==> src/rtl/seq_bit_serializer.sv <==
// ---------------------------------------------------------------------------
// seq_bit_serializer
//
// Upstream feeder for the serial sequence detector. Parallel words arrive
// over a valid/ready handshake and leave one bit per clock on x, which is
// wired straight to the detector's x input. A one-word holding buffer lets
// consecutive words stream out with no idle bits between them.
//
// All registers update on the rising edge of clk. The detector samples on
// the falling edge, so x has half a clock period of setup time.
//
// Parameters:
//   WIDTH      bits per word (>= 2)
//   MSB_FIRST  1: bit WIDTH-1 leaves first, 0: bit 0 leaves first
//   IDLE_BIT   level driven on x when no frame is being shifted
//
// Ports:
//   clk          clock, rising edge
//   clr          asynchronous reset, active low
//   din          parallel data word
//   din_valid    din is valid this cycle
//   din_ready    a word can be accepted (transfer when valid & ready)
//   x            serial bit stream to the detector
//   bit_valid    x carries a data bit this cycle
//   frame_start  x carries the first bit of a word
//   frame_end    x carries the last bit of a word
//   busy         shift register or holding buffer occupied
// ---------------------------------------------------------------------------
module seq_bit_serializer #(
   parameter int   WIDTH     = 8,
   parameter int   MSB_FIRST = 1,
   parameter logic IDLE_BIT  = 1'b0
) (
   input  logic             clk,
   input  logic             clr,
   input  logic [WIDTH-1:0] din,
   input  logic             din_valid,
   output logic             din_ready,
   output logic             x,
   output logic             bit_valid,
   output logic             frame_start,
   output logic             frame_end,
   output logic             busy
);

   localparam int CW = $clog2(WIDTH);

   localparam logic [CW-1:0] CNT_MAX = CW'(WIDTH - 1);
   localparam logic [CW-1:0] CNT_ONE = CW'(1);

   localparam logic [0:0] IDLE  = 1'b0;
   localparam logic [0:0] SHIFT = 1'b1;

   logic [0:0]       state;
   logic [WIDTH-1:0] shreg;
   logic [CW-1:0]    cnt;
   logic [WIDTH-1:0] hold;
   logic             hold_full;

   logic             accept;
   logic             head;
   logic [WIDTH-1:0] shifted;

   // The ready flag depends only on registered state (plus the reset pin,
   // which forces it low while clr is asserted), so there is never a
   // combinational loop through the upstream valid logic.
   assign din_ready = clr & ~hold_full;
   assign accept    = din_valid & din_ready;

   // Head bit and the next shift-register value depend on bit order. The
   // shift always moves the next bit into the head position.
   assign head    = (MSB_FIRST != 0) ? shreg[WIDTH-1] : shreg[0];
   assign shifted = (MSB_FIRST != 0) ? {shreg[WIDTH-2:0], 1'b0}
                                     : {1'b0, shreg[WIDTH-1:1]};

   // Outputs are decoded from registered state only, so din never reaches x
   // combinationally and x drops to the idle level as soon as reset clears
   // the state register.
   assign x           = (state == SHIFT) ? head : IDLE_BIT;
   assign bit_valid   = (state == SHIFT);
   assign frame_start = (state == SHIFT) && (cnt == CNT_MAX);
   assign frame_end   = (state == SHIFT) && (cnt == '0);
   assign busy        = (state == SHIFT) || hold_full;

   // Main sequencer. In IDLE an accepted word goes straight into the shift
   // register. While shifting, an accepted word parks in the holding buffer.
   // On the last bit of a frame the next word comes from the holding buffer
   // first (it is older), otherwise from din directly if one is accepted
   // on that very edge, so back-to-back words never leave an idle gap.
   always_ff @(posedge clk or negedge clr) begin
      if (!clr) begin
         state     <= IDLE;
         shreg     <= '0;
         cnt       <= '0;
         hold      <= '0;
         hold_full <= 1'b0;
      end else begin
         case (state)
            IDLE: begin
               if (accept) begin
                  shreg <= din;
                  cnt   <= CNT_MAX;
                  state <= SHIFT;
               end
            end
            SHIFT: begin
               if (cnt != '0) begin
                  shreg <= shifted;
                  cnt   <= cnt - CNT_ONE;
                  if (accept) begin
                     hold      <= din;
                     hold_full <= 1'b1;
                  end
               end else if (hold_full) begin
                  shreg <= hold;
                  cnt   <= CNT_MAX;
                  if (accept) begin
                     hold      <= din;
                     hold_full <= 1'b1;
                  end else begin
                     hold_full <= 1'b0;
                  end
               end else if (accept) begin
                  shreg <= din;
                  cnt   <= CNT_MAX;
               end else begin
                  state <= IDLE;
               end
            end
            default: begin
               state <= IDLE;
            end
         endcase
      end
   end

endmodule

==> config.mk <==
export PLATFORM = sky130hd
export DESIGN_NAME = seq_bit_serializer
export DESIGN_NICKNAME = d
export VERILOG_FILES = /design/src/rtl/seq_bit_serializer.sv
export SDC_FILE = /design/constraint.sdc
export NUM_CORES = 1
export LEC_CHECK = 0
export ABC_CLOCK_PERIOD_IN_PS = 1700
export CAP_MARGIN = 10
export CORE_ASPECT_RATIO = 0.75
export CORE_MARGIN = 2
export CORE_UTILIZATION = 40
export DETAILED_ROUTE_END_ITERATION = 10
export DONT_BUFFER_PORTS = 1
export GPL_TIMING_DRIVEN = 0
export PLACE_DENSITY = 0.61
export RECOVER_POWER = 25
export SYNTH_ARGS = -nofsm -noshare
export SYNTH_HDL_FRONTEND = slang
export SYNTH_SLANG_ARGS = --single-unit
export TNS_END_PERCENT = 100
==> constraint.sdc <==
create_clock -name clk -period 1.7 [get_ports clk]
set_input_delay 0.17 -clock clk [delete_from_list [all_inputs] [get_ports clk]]
set_output_delay 0.17 -clock clk [all_outputs]
set_load 0.005 [all_outputs]
==> impl_summary.md <==
Global routing
The via count of the first global-routing pass is 821. The number of antenna violations at the first check in global routing is 0. Summed over all layers, the global routing overflow is 0. Global routing consumed, over all layers together, 16.7% of the routing resources. The first-pass GRT wire length is 3.98 mm.

Entering global routing, the biggest net connects 22 pins.

Clock tree
The TritonCTS clock tree is done. After clock tree synthesis, the clock-pin slew on the worst setup and hold paths is 130 ps. The number of levels in the clock H-tree is 1.

Clock tree synthesis found a total of 21 sinks. Clock tree synthesis inserted a total of 3 buffers. The number of buffers on the longest clock path is 2. For the worst-skew pair, the clock arrives at the later sink with an insertion delay of 320 ps.

The root buffer cell chosen for the clock tree is sky130_fd_sc_hd__clkbuf_4.

Status
The run finished with clean final reports.

Cells and area
The post-layout utilization of the core is 49.6%. The library cells used most frequently in the layout, excluding fill and tap cells, are 21 x sky130_fd_sc_hd__dfrtp_1, 15 x sky130_fd_sc_hd__nand2_1, 10 x sky130_fd_sc_hd__dlygate4sd3_1. The post-route netlist has 26.1% of its cells at a drive strength greater than 1. The filler-free cell count of the finished design is 147. The number of antenna diodes in the final layout is 0. After filler insertion, the fill cell instance count of the layout stands at 247. The library cell used most frequently in the layout, excluding fill and tap cells, is sky130_fd_sc_hd__dfrtp_1. Compared with the post-synthesis result, the final layout area differs by 20.8%. The final layout contains 126 nets.

Synthesis
The largest total area in the synthesized netlist belongs to sky130_fd_sc_hd__dfrtp_1. In this run the mean area of a mapped cell was 11.1 um2. In the post-synthesis netlist, the biggest area contributors are sky130_fd_sc_hd__dfrtp_1 50%, sky130_fd_sc_hd__mux2_2 7.5%, sky130_fd_sc_hd__a32oi_1 5.8%, sky130_fd_sc_hd__nand2_1 5.4%, sky130_fd_sc_hd__o22ai_1 4.2%. The count of unique library cells instantiated by Yosys is 27. The net count of the mapped netlist is 109.

Summing the sequential cell areas from Yosys gives 49.9% of the chip area. Counting flops and latches in the post-synthesis netlist gives 21. The number of cells produced by synthesis is 95. Summed over its instances, the top area cell type makes up 49.9% of the synthesized netlist area. During synthesis, Yosys emitted a total of 0 warnings.

After synthesis the cells add up to 1050 um2.

Placed design
After legalization and detailed placement, the total HPWL measured 1.44 mm. The final RePlAce weighted congestion is 0.742. The quantity of I/O buffers inserted on ports is 0.

At the placement stage, the worst setup path has a slack of 84.4 ps. The number of placed instances, taps included, is 131.

Run
The max-cap check violation count is 0.

Routing
Once detail routing completed, the nets flagged for antenna violations numbered 0. The detailed-route DRC error count is 0. The number of vias per cell after detailed routing is 5.51. The violation count after the first detailed-route iteration is 31. The total iterations of the first detailed-routing run is 4. The post-detailed-routing wire length is 2.34 mm. The wire length per cell is 15.9 um. The total via count in the routed design is 810.

Setup path
The worst setup path is captured at an output pin. The required arrival time at the worst endpoint is 1530 ps. Along the worst path, the maximum fanout reaches 9. The class of the most critical setup path is flip-flop to output pin. At the worst endpoint, the arrival time is 1460 ps. The element type at the critical path start is a flip-flop.

Timing
The setup TNS is 0 ps. The number of failing hold endpoints at the final stage came to 0. For the pin with the worst max-slew slack, the measured transition is 953 ps. The achievable clock frequency is 615 MHz. Dividing the final minimum period by the clock period gives 95.6%.

Setup violations remaining at the end of the flow were counted as 0. The final worst clock skew is 2.45 ps. The smallest setup slack after layout is 74.3 ps. For the finished layout, the period the worst path requires is 1630 ps.

Measured against its own limit, the worst slew margin works out to 36.3%. The count of final max-slew check failures is 0.

Floorplanning
The region available for standard cell placement spans 2560 um2. The die span in y is 48.4 um. Row generation in the floorplan step produced 16 rows. The number of primary I/O pins is 17.

The floorplan die width is 63.2 um. The die covers 3060 um2. The starting density of the core is 41.1%.

Power
For this design the ratio of total power to cell area is 1660 nW/um2. IR analysis of the VDD net gives a maximum drop of 0.595 mV. The cell leakage power is 0.548 nW. The total power draw is 2.11 mW.

Min path
The worst hold path belongs to the class input pin to flip-flop.
[per-layer routing]
metal / global-route usage [%] / part of all wire (%) / up-vias
met5: 0 / 0 / -
met4: 3.26 / 0.43 / 0
met3: 5.58 / 7.2 / 2
met2: 25.0 / 44 / 26
met1: 23.9 / 48 / 401
li1: - / - / 381
[cells in the mapped netlist (all sizes together)]
cell type	instances
nand2	15
and2	2
a22o	1
a31oi	2
clkbuf	2
nand3	1
and3	4
a21o	1
a21oi	2
a32oi	7
mux2	9
buf	4
or2	1
nand2b	2
nor3	1
nor2b	2
o21ai	1
dfrtp	21
nor2	1
o22ai	7
ha	3
a211oi	1
nand3b	2
and3b	1
inv	2
[area by class of cell]
type / instances / area, um2 / share of cell area (%)
clock inverter: 1 / 7.51 / 0.591
multi-input combinational: 66 / 497 / 39.1
inverter: 2 / 7.51 / 0.591
buffer: 6 / 51.3 / 4.04
clock buffer: 3 / 22.5 / 1.77
timing repair buffer: 12 / 115 / 9.06
tap: 36 / 45.0 / 3.54
sequential: 21 / 526 / 41.3
[state kept, by name, summed over array words and instances (netlist names)]
register	cells
bit_valid	1
cnt	3
hold	8
hold_full	1
shreg	8
[what timing repair did]
action	in CTS	in global routing
gates cloned	0	0
hold endpoints to repair	33	1
gates resized for setup	7	3
pin swaps	1	0
hold buffers	9	1
buffers inserted	1	1
setup endpoints to repair	2	1
[where the power goes]
part	internal [mW]	switching, mW
clock	0.0900	0.173
sequential	0.743	0.146
combinational	0.499	0.462
total	1.33	0.781
[path summary, 6_finish.rpt]
check | from | end | slack [ps] | cells past startpoint
max reg2reg | hold_full | hold[0] | 170 | 5
min | din[7] | shreg[7] | 20 | 2
min reg2reg | hold[3] | hold[3] | 520 | 1
max in group asynchronous | clr | cnt[1] | 700 | 1
min in group asynchronous | clr | hold[0] | 430 | 1
max | cnt[1] | frame_end | 70 | 5
[critical path, stage by stage (launching register included)]
cell and delay, ps:
sky130_fd_sc_hd__dfrtp_1 410, sky130_fd_sc_hd__inv_2 90, sky130_fd_sc_hd__ha_4 150, sky130_fd_sc_hd__nor2b_2 150, sky130_fd_sc_hd__clkbuf_8 170, sky130_fd_sc_hd__and2_4 160
[metrics by stage]
| stage | area (um2) | hold slack [ps] |
|---|---|---|
| after CTS | 1250 | 0.127 |
| final | 1270 | 17.8 |
| after detailed placement | 1100 | -125 |
| after global routing | 1270 | 13.5 |
| after floorplan | 1050 | -126 |
| after global placement | 1100 | -125 |
[cell families (layout without fill, tap and decap cells)]
family          Yosys count  after routing  share of synthesized area (%)
compound gates           22             22                           14.9
fa+ha+maj                 3              3                           3.57
buf+inv                   8             24                           4.52
flops                    21             21                           49.9
mux                       9              9                           10.3
simple gates             32             32                           16.8
No activity file was read; power rests on OpenSTA's default activity.
